## src/rtl/snake_pkg.sv

```systemverilog
// rtl/snake_pkg.sv - shared master-state and direction encodings for the snake game
package snake_pkg;

    typedef enum logic [1:0] {
        ST_IDLE = 2'd0,
        ST_PLAY = 2'd1,
        ST_WIN  = 2'd2
    } master_state_t;

    typedef enum logic [1:0] {
        DIR_RIGHT = 2'b00,
        DIR_DOWN  = 2'b01,
        DIR_UP    = 2'b10,
        DIR_LEFT  = 2'b11
    } dir_t;

    // The encoding pairs each direction with its bitwise inverse as the reverse.
    function automatic dir_t opposite_dir(input dir_t d);
        return dir_t'(~d);
    endfunction

endpackage

```

## src/rtl/snake_tick_gen.sv

```systemverilog
// rtl/snake_tick_gen.sv - free-running period counter with a one-cycle strobe on its last count
module snake_tick_gen #(
    parameter int WIDTH = 8
) (
    input  logic             CLK,
    input  logic             RESET,
    input  logic             ENABLE,
    input  logic [WIDTH-1:0] PERIOD,
    output logic             TICK
);

    localparam logic [WIDTH-1:0] ONE = WIDTH'(1);

    logic [WIDTH-1:0] count;
    logic [WIDTH-1:0] active_period;

    assign TICK = ENABLE && (count == active_period - ONE);

    // Count while enabled; a new PERIOD is only picked up at a wrap so a running period is never cut short
    always_ff @(posedge CLK) begin
        if (RESET) begin
            count         <= '0;
            active_period <= PERIOD;
        end else if (!ENABLE || TICK) begin
            count         <= '0;
            active_period <= PERIOD;
        end else begin
            count         <= count + ONE;
        end
    end

endmodule

```

## src/rtl/snake_game_sequencer.sv

```systemverilog
// rtl/snake_game_sequencer.sv - snake game master FSM, direction arbiter, scorer and tick pacing (option: SNAKE_SEQ_SPEEDUP_EN)
module snake_game_sequencer
    import snake_pkg::*;
#(
    parameter int TICK_DIV   = 5_000_000,
`ifdef SNAKE_SEQ_SPEEDUP_EN
    parameter int SPEED_STEP = 250_000,
`endif
    parameter int WIN_SCORE  = 10
) (
    input  logic       CLK,
    input  logic       RESET,
    input  logic       BTN_U,
    input  logic       BTN_D,
    input  logic       BTN_L,
    input  logic       BTN_R,
    input  logic       REACHED_TARGET,
    output logic [1:0] MASTER_STATE,
    output logic [1:0] NAVIGATION_STATE,
    output logic       GAME_TICK,
    output logic [3:0] SCORE
);

    localparam int         PW      = $clog2(TICK_DIV) + 4;
    localparam logic [3:0] WIN_VAL = 4'(WIN_SCORE);

    master_state_t state;
    dir_t          nav;
    dir_t          pending;
    logic [3:0]    score;
    logic [3:0]    btn_hist;
    logic          hist_armed;
    logic          target_hist;

    logic [3:0]    btn_now;
    logic [3:0]    press;
    logic          any_press;
    dir_t          press_dir;
    logic          press_valid;
    logic          target_rise;
    logic [3:0]    score_inc;
    logic          tick;
    logic          tick_enable;
    logic [PW-1:0] period;

    assign btn_now     = {BTN_U, BTN_D, BTN_L, BTN_R};
    assign tick_enable = (state == ST_PLAY);

    // Edge detect the buttons and target, and pick the winning direction by U > D > L > R priority
    always_comb begin
        press       = hist_armed ? (btn_now & ~btn_hist) : 4'b0000;
        any_press   = |press;
        press_dir   = DIR_RIGHT;
        if (press[3])      press_dir = DIR_UP;
        else if (press[2]) press_dir = DIR_DOWN;
        else if (press[1]) press_dir = DIR_LEFT;
        press_valid = any_press && (press_dir != opposite_dir(nav));
        target_rise = REACHED_TARGET && !target_hist;
        score_inc   = (score == 4'd15) ? score : score + 4'd1;
    end

`ifdef SNAKE_SEQ_SPEEDUP_EN
    // Product width covers 15 * SPEED_STEP so the subtraction below never wraps
    localparam int            MW      = PW + $clog2(SPEED_STEP + 1) + 4;
    localparam int            FLOOR_P = (TICK_DIV / 4 > 0) ? TICK_DIV / 4 : 1;
    localparam logic [MW-1:0] SLACK   = MW'(TICK_DIV - FLOOR_P);

    logic [MW-1:0] reduction;

    // Shorten the period by SPEED_STEP per apple, clamped at a quarter of the base period
    always_comb begin
        reduction = MW'(score) * MW'(SPEED_STEP);
        if (reduction >= SLACK) period = PW'(FLOOR_P);
        else                    period = PW'(MW'(TICK_DIV) - reduction);
    end
`else
    assign period = PW'(TICK_DIV);
`endif

    snake_tick_gen #(
        .WIDTH (PW)
    ) u_tick_gen (
        .CLK    (CLK),
        .RESET  (RESET),
        .ENABLE (tick_enable),
        .PERIOD (period),
        .TICK   (tick)
    );

    // Master FSM: idle/play/win, pending-to-current direction transfer on ticks, and apple counting
    always_ff @(posedge CLK) begin
        if (RESET) begin
            state       <= ST_IDLE;
            nav         <= DIR_RIGHT;
            pending     <= DIR_RIGHT;
            score       <= '0;
            btn_hist    <= '0;
            hist_armed  <= 1'b0;
            target_hist <= 1'b0;
        end else begin
            btn_hist    <= btn_now;
            hist_armed  <= 1'b1;
            target_hist <= REACHED_TARGET;
            case (state)
                ST_IDLE: begin
                    nav     <= DIR_RIGHT;
                    pending <= DIR_RIGHT;
                    score   <= '0;
                    if (any_press) state <= ST_PLAY;
                end
                ST_PLAY: begin
                    if (press_valid) pending <= press_dir;
                    if (tick)        nav     <= pending;
                    if (target_rise) begin
                        score <= score_inc;
                        if (score_inc == WIN_VAL) state <= ST_WIN;
                    end
                end
                ST_WIN: begin
                    if (any_press) begin
                        state   <= ST_IDLE;
                        nav     <= DIR_RIGHT;
                        pending <= DIR_RIGHT;
                        score   <= '0;
                    end
                end
                default: state <= ST_IDLE;
            endcase
        end
    end

    assign MASTER_STATE     = state;
    assign NAVIGATION_STATE = nav;
    assign GAME_TICK        = tick;
    assign SCORE            = score;

endmodule

```

## config.mk

```make
export PLATFORM = sky130hd
export DESIGN_NAME = snake_game_sequencer
export DESIGN_NICKNAME = d
export VERILOG_FILES = /design/src/rtl/snake_pkg.sv /design/src/rtl/snake_tick_gen.sv /design/src/rtl/snake_game_sequencer.sv
export SDC_FILE = /design/constraint.sdc
export NUM_CORES = 1
export LEC_CHECK = 0
export ABC_AREA = 1
export CAP_MARGIN = 20
export CELL_PAD_IN_SITES_DETAIL_PLACEMENT = 1
export CELL_PAD_IN_SITES_GLOBAL_PLACEMENT = 1
export CORE_ASPECT_RATIO = 0.8
export CORE_MARGIN = 5
export CORE_UTILIZATION = 42
export DETAILED_ROUTE_END_ITERATION = 10
export PLACE_DENSITY = 0.87
export SETUP_SLACK_MARGIN = 0.5
export SYNTH_ARGS = -nofsm -noshare
export SYNTH_HDL_FRONTEND = slang
export SYNTH_SLANG_ARGS = --single-unit
```

## constraint.sdc

```tcl
create_clock -name CLK -period 1.8 [get_ports CLK]
set_input_delay 0.18 -clock CLK [delete_from_list [all_inputs] [get_ports CLK]]
set_output_delay 0.18 -clock CLK [all_outputs]
set_load 0.02 [all_outputs]
```

**Word-level counts from Yosys, hierarchy flattened**

Cells that the tools add are included.

- Reductions and logical operators: 14
- Multiplexer cells: 18
- Bitwise gates (word level): 3
- Eq/ne operators: 12
- Add/subtract/negate cells: 2

Operators by type and width:

| operator | count |
|---|---|
| adder 27 x 1 -> 27 bit (second input constant) | 1 |
| equality test 27 x 23 -> 1 bit (second input constant) | 1 |
| two-way mux 2 bit | 9 |
| case mux 2 bit (3 select lines) | 3 |
| two-way mux 4 bit | 4 |
| inequality test 2 bit (second input constant) | 6 |
| case mux 4 bit (3 select lines) | 1 |
| AND reduction 3 bit | 3 |
| equality test 4 bit (second input constant) | 2 |
| adder 4 x 1 -> 4 bit (second input constant) | 1 |
| bitwise AND 4 bit | 1 |
| NOT 4 bit | 1 |
| AND reduction 4 bit | 1 |
| OR reduction 4 bit | 1 |
| logical AND 1 bit | 3 |
| nonzero test 3 bit | 1 |
| equality test 2 x 1 -> 1 bit (second input constant) | 1 |
| equality test 2 bit (second input constant) | 1 |
| logical NOT 1 bit | 2 |
| logical NOT 2 bit | 1 |
| inequality test 2 bit | 1 |
| NOT 2 bit | 1 |
| OR reduction 2 bit | 1 |
| logical OR 1 bit | 1 |
| two-way mux 1 bit | 1 |

- Bits in registers: 43
- Logic and storage cells: 57
- Input port bits: 7
- Output and inout bits: 9

**Longest topological paths before layout**

- Depth in word-level cells: 10
- Depth in mapped cells: 12

**Modules after synthesis**

A second synthesis with hierarchy kept.

- Cell total of the unflattened synthesis: 562
- Area, all modules: 4152.7 µm²

Modules (own cells, without submodules):

| module | sequential area each (µm²) | area an instance (µm²) | instances | cells each |
|---|---|---|---|---|
| snake_tick_gen | 1351.3 | 3264.4 | 1 | 441 |
| snake_game_sequencer | 320.3 | 888.4 | 1 | 121 |

**Worst setup path before layout**

OpenSTA, ideal clock, no wires.

- Path type: flip-flop to flip-flop
- Start point: register score[0] (netlist: SCORE[0])
- End point: register state[1] (netlist: MASTER_STATE[1])
- Clock period less this slack: 1.612 ns
- Arrival time: 1.495 ns
- Setup slack: 0.188 ns
- Setup time: 0.117 ns
- Buffers on the path: 0
- Stages on the path, launching flop included: 9
- Path through: dfxtp_1 ha_1 nand3_1 or2_2 o21ai_1 nand3b_1 nor2_1 nor2_1 nor2_1

- Cells in the longest elaborated chain, start to end: 5

RTL lines:

| element | line | text |
|---|---|---|
| start, declared | snake_game_sequencer.sv:30 | `logic [3:0] score;` |
| start signal, assigned | snake_game_sequencer.sv:115 | `score <= score_inc;` |
| adder 4 x 1 -> 4 bit / equality test 4 bit (equally long branches) | snake_game_sequencer.sv:59 | `score_inc = (score == 4'd15) ? score : score + 4'd1;` |
| two-way mux 4 bit * | snake_game_sequencer.sv:59 |  |
| equality test 4 bit * | snake_game_sequencer.sv:116 | `if (score_inc == WIN_VAL) state <= ST_WIN;` |
| inequality test 2 bit (no line) * | - |  |
| AND reduction 4 bit (no line) * | - |  |
| end signal, assigned | snake_game_sequencer.sv:116 |  |
| end signal, assigned | snake_game_sequencer.sv:121 | `state <= ST_IDLE;` |
| end signal, assigned | snake_game_sequencer.sv:127 | `default: state <= ST_IDLE;` |
| end, declared | snake_game_sequencer.sv:27 | `master_state_t state;` |

Every way passes the cells marked *; elsewhere a longest branch is shown, timed or not.
A chain may end at the register's enable or synchronous reset.

**Worst setup path in the final report**

- Start point: register u_tick_gen.count[1]
- End point: register u_tick_gen.count[22]

- Cells in the longest elaborated chain, start to end: 4

RTL lines:

| element | line | text |
|---|---|---|
| start, declared | snake_tick_gen.sv:14 | `logic [WIDTH-1:0] count;` |
| start signal, assigned | snake_tick_gen.sv:28 | `count <= count + ONE;` |
| parallel branches: the longest is 4 deep, another holds adder 27 x 1 -> 27 bit | - |  |

Several ways; the timed one is not identified.

==> metrics.txt <==
status=completed; Setup Crit Path Kind=flop to flop; worst hold margin=277 ps; Max clock buf depth=2; # diodes=0; Final Hold Vio Count=0; initial antenna violation count=0; Worst VDD drop=367 uV; CTS clk-pin slew, worst paths=90 ps; hold_sp=BTN_D; hold path cells=3; Max Slew Vio Count=0; switching portion of total power=28.2%; crit start category=flop; Initial Utilization=43.3%; Synth-to-Final Area Change=38.2%; Routed WL per cell=roughly 18 um; fin crit period=1730 ps; worst r2r dst=u_tick_gen.count[22]; htree depth=2; DR vias/cell=5.30; final std cells w/o fill=489; multi-input logic area=1500 um2; worst reg2reg path startpoint=u_tick_gen.count[1]; MaxCap Viol Count=0; gpl congestion=0.833; sw power=0.000545 W; fraction of layout cells with a size suffix above 1=35.0%; Pwr per Cell Area=591 nW/um2; number of vias in the routed layout=2591; FP Rows=24; Core Box Area=5470 um2; power share of the clock group=between 30% and 40%; Worst Path Max Fanout=5; worst skew pair latency=310 ps; Total Power=0.00193 W; Antenna Nets Post-Route=0; placed insts=between 400 and 500; # clock sinks=43; crit end category=flop; Worst-Margin Slew=approximately 280 ps; die span in y=77.1 um; global-route wire length before repair=around 13000 um; io pins=16; GRT Total Usage=22.8%; Syn Inst Count=341; post-synth cell types=37; sequential power share=approximately half; #FFs+latches synth=43; crit path DAT=between 1500 and 2000 ps; Post-DP HPWL=5470 um; yosys warns=0; Mapped Area=2370 um2; Die X=around 94 um; unrepaired setup endpoints after global routing=yes; syn nets=350; CTS tree=done; fin crit share=a little over nine tenths; largest net degree at the start of global routing=14; CTS root buf=clkbuf_8; DR pass1 iterations=4; Total Nets Final=419; number of global-route vias before repair=2707; relative slew slack=approximately four fifths; FF-to-FF setup slack=a little over 70 ps; final instance area=3270 um2; Worst Hold Class=primary input to flop; Post-synth top flop=dfxtp_1; TritonCTS buffer count=5; die area=7240 um2; f_max=just under 600 MHz; IO Port Bufs=15; fillers=714; Post-DP Area=between 2000 and 3000 um2; Gate power share=13.2%; Final Util=59.8%; Syn Area/Cell=6.94 um2; Power Internal=0.00139 W; sequential element share of the synthesized area=between 30% and 40%; P_leak=~1.4 nW; DRC viols=0; Hold Path Sink=btn_hist[2]; Routed WL=between 8000 and 9000 um; required time worst endpoint=roughly 2000 ps; cts hold-fix bufs=0; final setup fails=0; asr flop ratio synth=0%; reg2reg path depth=12; clock skew=12.0 ps; First DRT Iteration DRCs=125; Post-synth EDFFs=0; grt ovf=0; Sequential Area=approximately 890 um2
-- area by class of cell --
cell class	instances	area share, %
Timing Repair Buffer	65	16.2
Multi-Input combinational cell	252	45.7
Tap cell	78	2.98
Clock inverter	1	0.153
Sequential cell	43	27.1
Inverter	43	5.24
Clock buffer	7	2.64
-- repair_timing --
| action | CTS | global route |
|---|---|---|
| pin swaps | 14 | 12 |
| gates cloned | 1 | 0 |
| setup buffers | 10 | 13 |
| endpoints found under the setup margin | 46 | 42 |
| hold endpoints to repair | 0 | 0 |
| resized for setup | 49 | 30 |
-- layout by cell type, fill, tap and decap left out, types with 3 or more instances in the layout --
| cell type | synthesis | layout |
|---|---|---|
| a21oi_1 | 17 | 15 |
| a21oi_2 | 2 | 4 |
| buf_4 | 3 | 44 |
| buf_6 | 0 | 6 |
| clkbuf_2 | 0 | 4 |
| clkbuf_8 | 0 | 6 |
| clkdlybuf4s50_1 | 0 | 3 |
| dfxtp_1 | 43 | 29 |
| dfxtp_2 | 0 | 11 |
| dfxtp_4 | 0 | 3 |
| dlygate4sd2_1 | 0 | 7 |
| inv_1 | 34 | 31 |
| inv_2 | 6 | 9 |
| nand2_1 | 72 | 64 |
| nand2_2 | 4 | 10 |
| nand2_4 | 2 | 4 |
| nand3_1 | 21 | 18 |
| nand3_2 | 2 | 4 |
| nand3b_1 | 5 | 5 |
| nand4_1 | 10 | 10 |
| nor2_1 | 57 | 51 |
| nor2_2 | 7 | 9 |
| nor2_4 | 2 | 6 |
| nor3_1 | 14 | 11 |
| nor3_2 | 1 | 3 |
| nor3b_1 | 4 | 3 |
| o21ai_2 | 0 | 3 |
| or2_1 | 2 | 3 |
| xor2_1 | 6 | 5 |
-- worst max path at each step --
stage,start,endpoint,slack [ps],cells after the start
finish,u_tick_gen.count[1],u_tick_gen.count[22],70,12
global route,u_tick_gen.count[1],u_tick_gen.count[22],3,12
CTS,u_tick_gen.count[0],u_tick_gen.count[22],130,12
detailed placement,u_tick_gen.count[1],GAME_TICK,-100,8
global placement,u_tick_gen.count[1],GAME_TICK,-10,8
floorplan,u_tick_gen.count[1],u_tick_gen.count[22],320,11
-- cells by family (layout without fill, tap and decap cells) --
| group | Yosys count | in the layout | synth area share (%) |
|---|---|---|---|
| DFF | 43 | 43 | 36.4 |
| and+or+nand+nor | 213 | 214 | 44.4 |
| adders and majority gates | 2 | 2 | 1.06 |
| xor gates and xnor gates | 8 | 8 | 2.96 |
| buffers and inverters | 47 | 116 | 8.25 |
| AOI/OAI and AO/OA | 28 | 28 | 6.93 |
-- cell usage after synthesis (3+ instances only) --
cell type | instances | area, um2
nor3b_1 | 4 | 30.0
inv_2 | 6 | 22.5
buf_4 | 3 | 22.5
nand2_1 | 72 | 270
or2_2 | 3 | 18.8
xor2_1 | 6 | 52.6
nand3b_1 | 5 | 37.5
o21ai_0 | 4 | 20.0
nand3_1 | 21 | 105
nor2_1 | 57 | 214
nand2_2 | 4 | 25.0
nor3_1 | 14 | 70.1
dfxtp_1 | 43 | 861
inv_1 | 34 | 128
a21oi_1 | 17 | 85.1
nand4_1 | 10 | 62.6
nor2_2 | 7 | 43.8
-- sequential cells by signal, summed over array words and instances, names as in the netlist --
name,cells
MASTER_STATE,2
NAVIGATION_STATE,2
SCORE,4
btn_hist,4
hist_armed,1
pending,2
target_hist,1
u_tick_gen.count,27
-- per-layer routing --
metal | wire, um | global-route usage (%) | vias up
met4 | 174 | 7.65 | 0
li1 | - | - | 1236
met2 | 4560 | 41.1 | 58
met3 | 307 | 4.70 | 17
met1 | 3610 | 26.5 | 1280
met5 | 0 | 0 | -
-- power groups by stage --
| stage | sequential (W) | clock [W] | combinational (W) |
|---|---|---|---|
| final | 0.000994 | 0.000682 | 0.000256 |
| after global routing | 0.000996 | 0.000722 | 0.000277 |
| after detailed placement | 0.00102 | 0 | 0.000205 |
| after CTS | 0.000992 | 0.000666 | 0.000239 |
| after floorplan | 0.00102 | 0 | 0.000117 |
| after global placement | 0.00102 | 0 | 0.000194 |
-- metrics by stage --
stage                     setup slack (ps)  setup TNS, ps
after floorplan                        315              0
after global placement               -11.9          -11.9
after detailed placement             -99.1          -99.1
after CTS                              128              0
after global routing                  2.95              0
final                                 72.7              0
-- critical path: stages (launching register included) --
cell and delay (ps):
dfxtp_2 360, ha_4 150, nand2_4 50, nor2_4 120
nand2_4 80, buf_6 120, nor2_8 110, nand4_4 140
inv_2 100, nand2_2 60, nor2_2 100, nor2_1 50
and2_1 170
(Power assumes the default switching activity.)
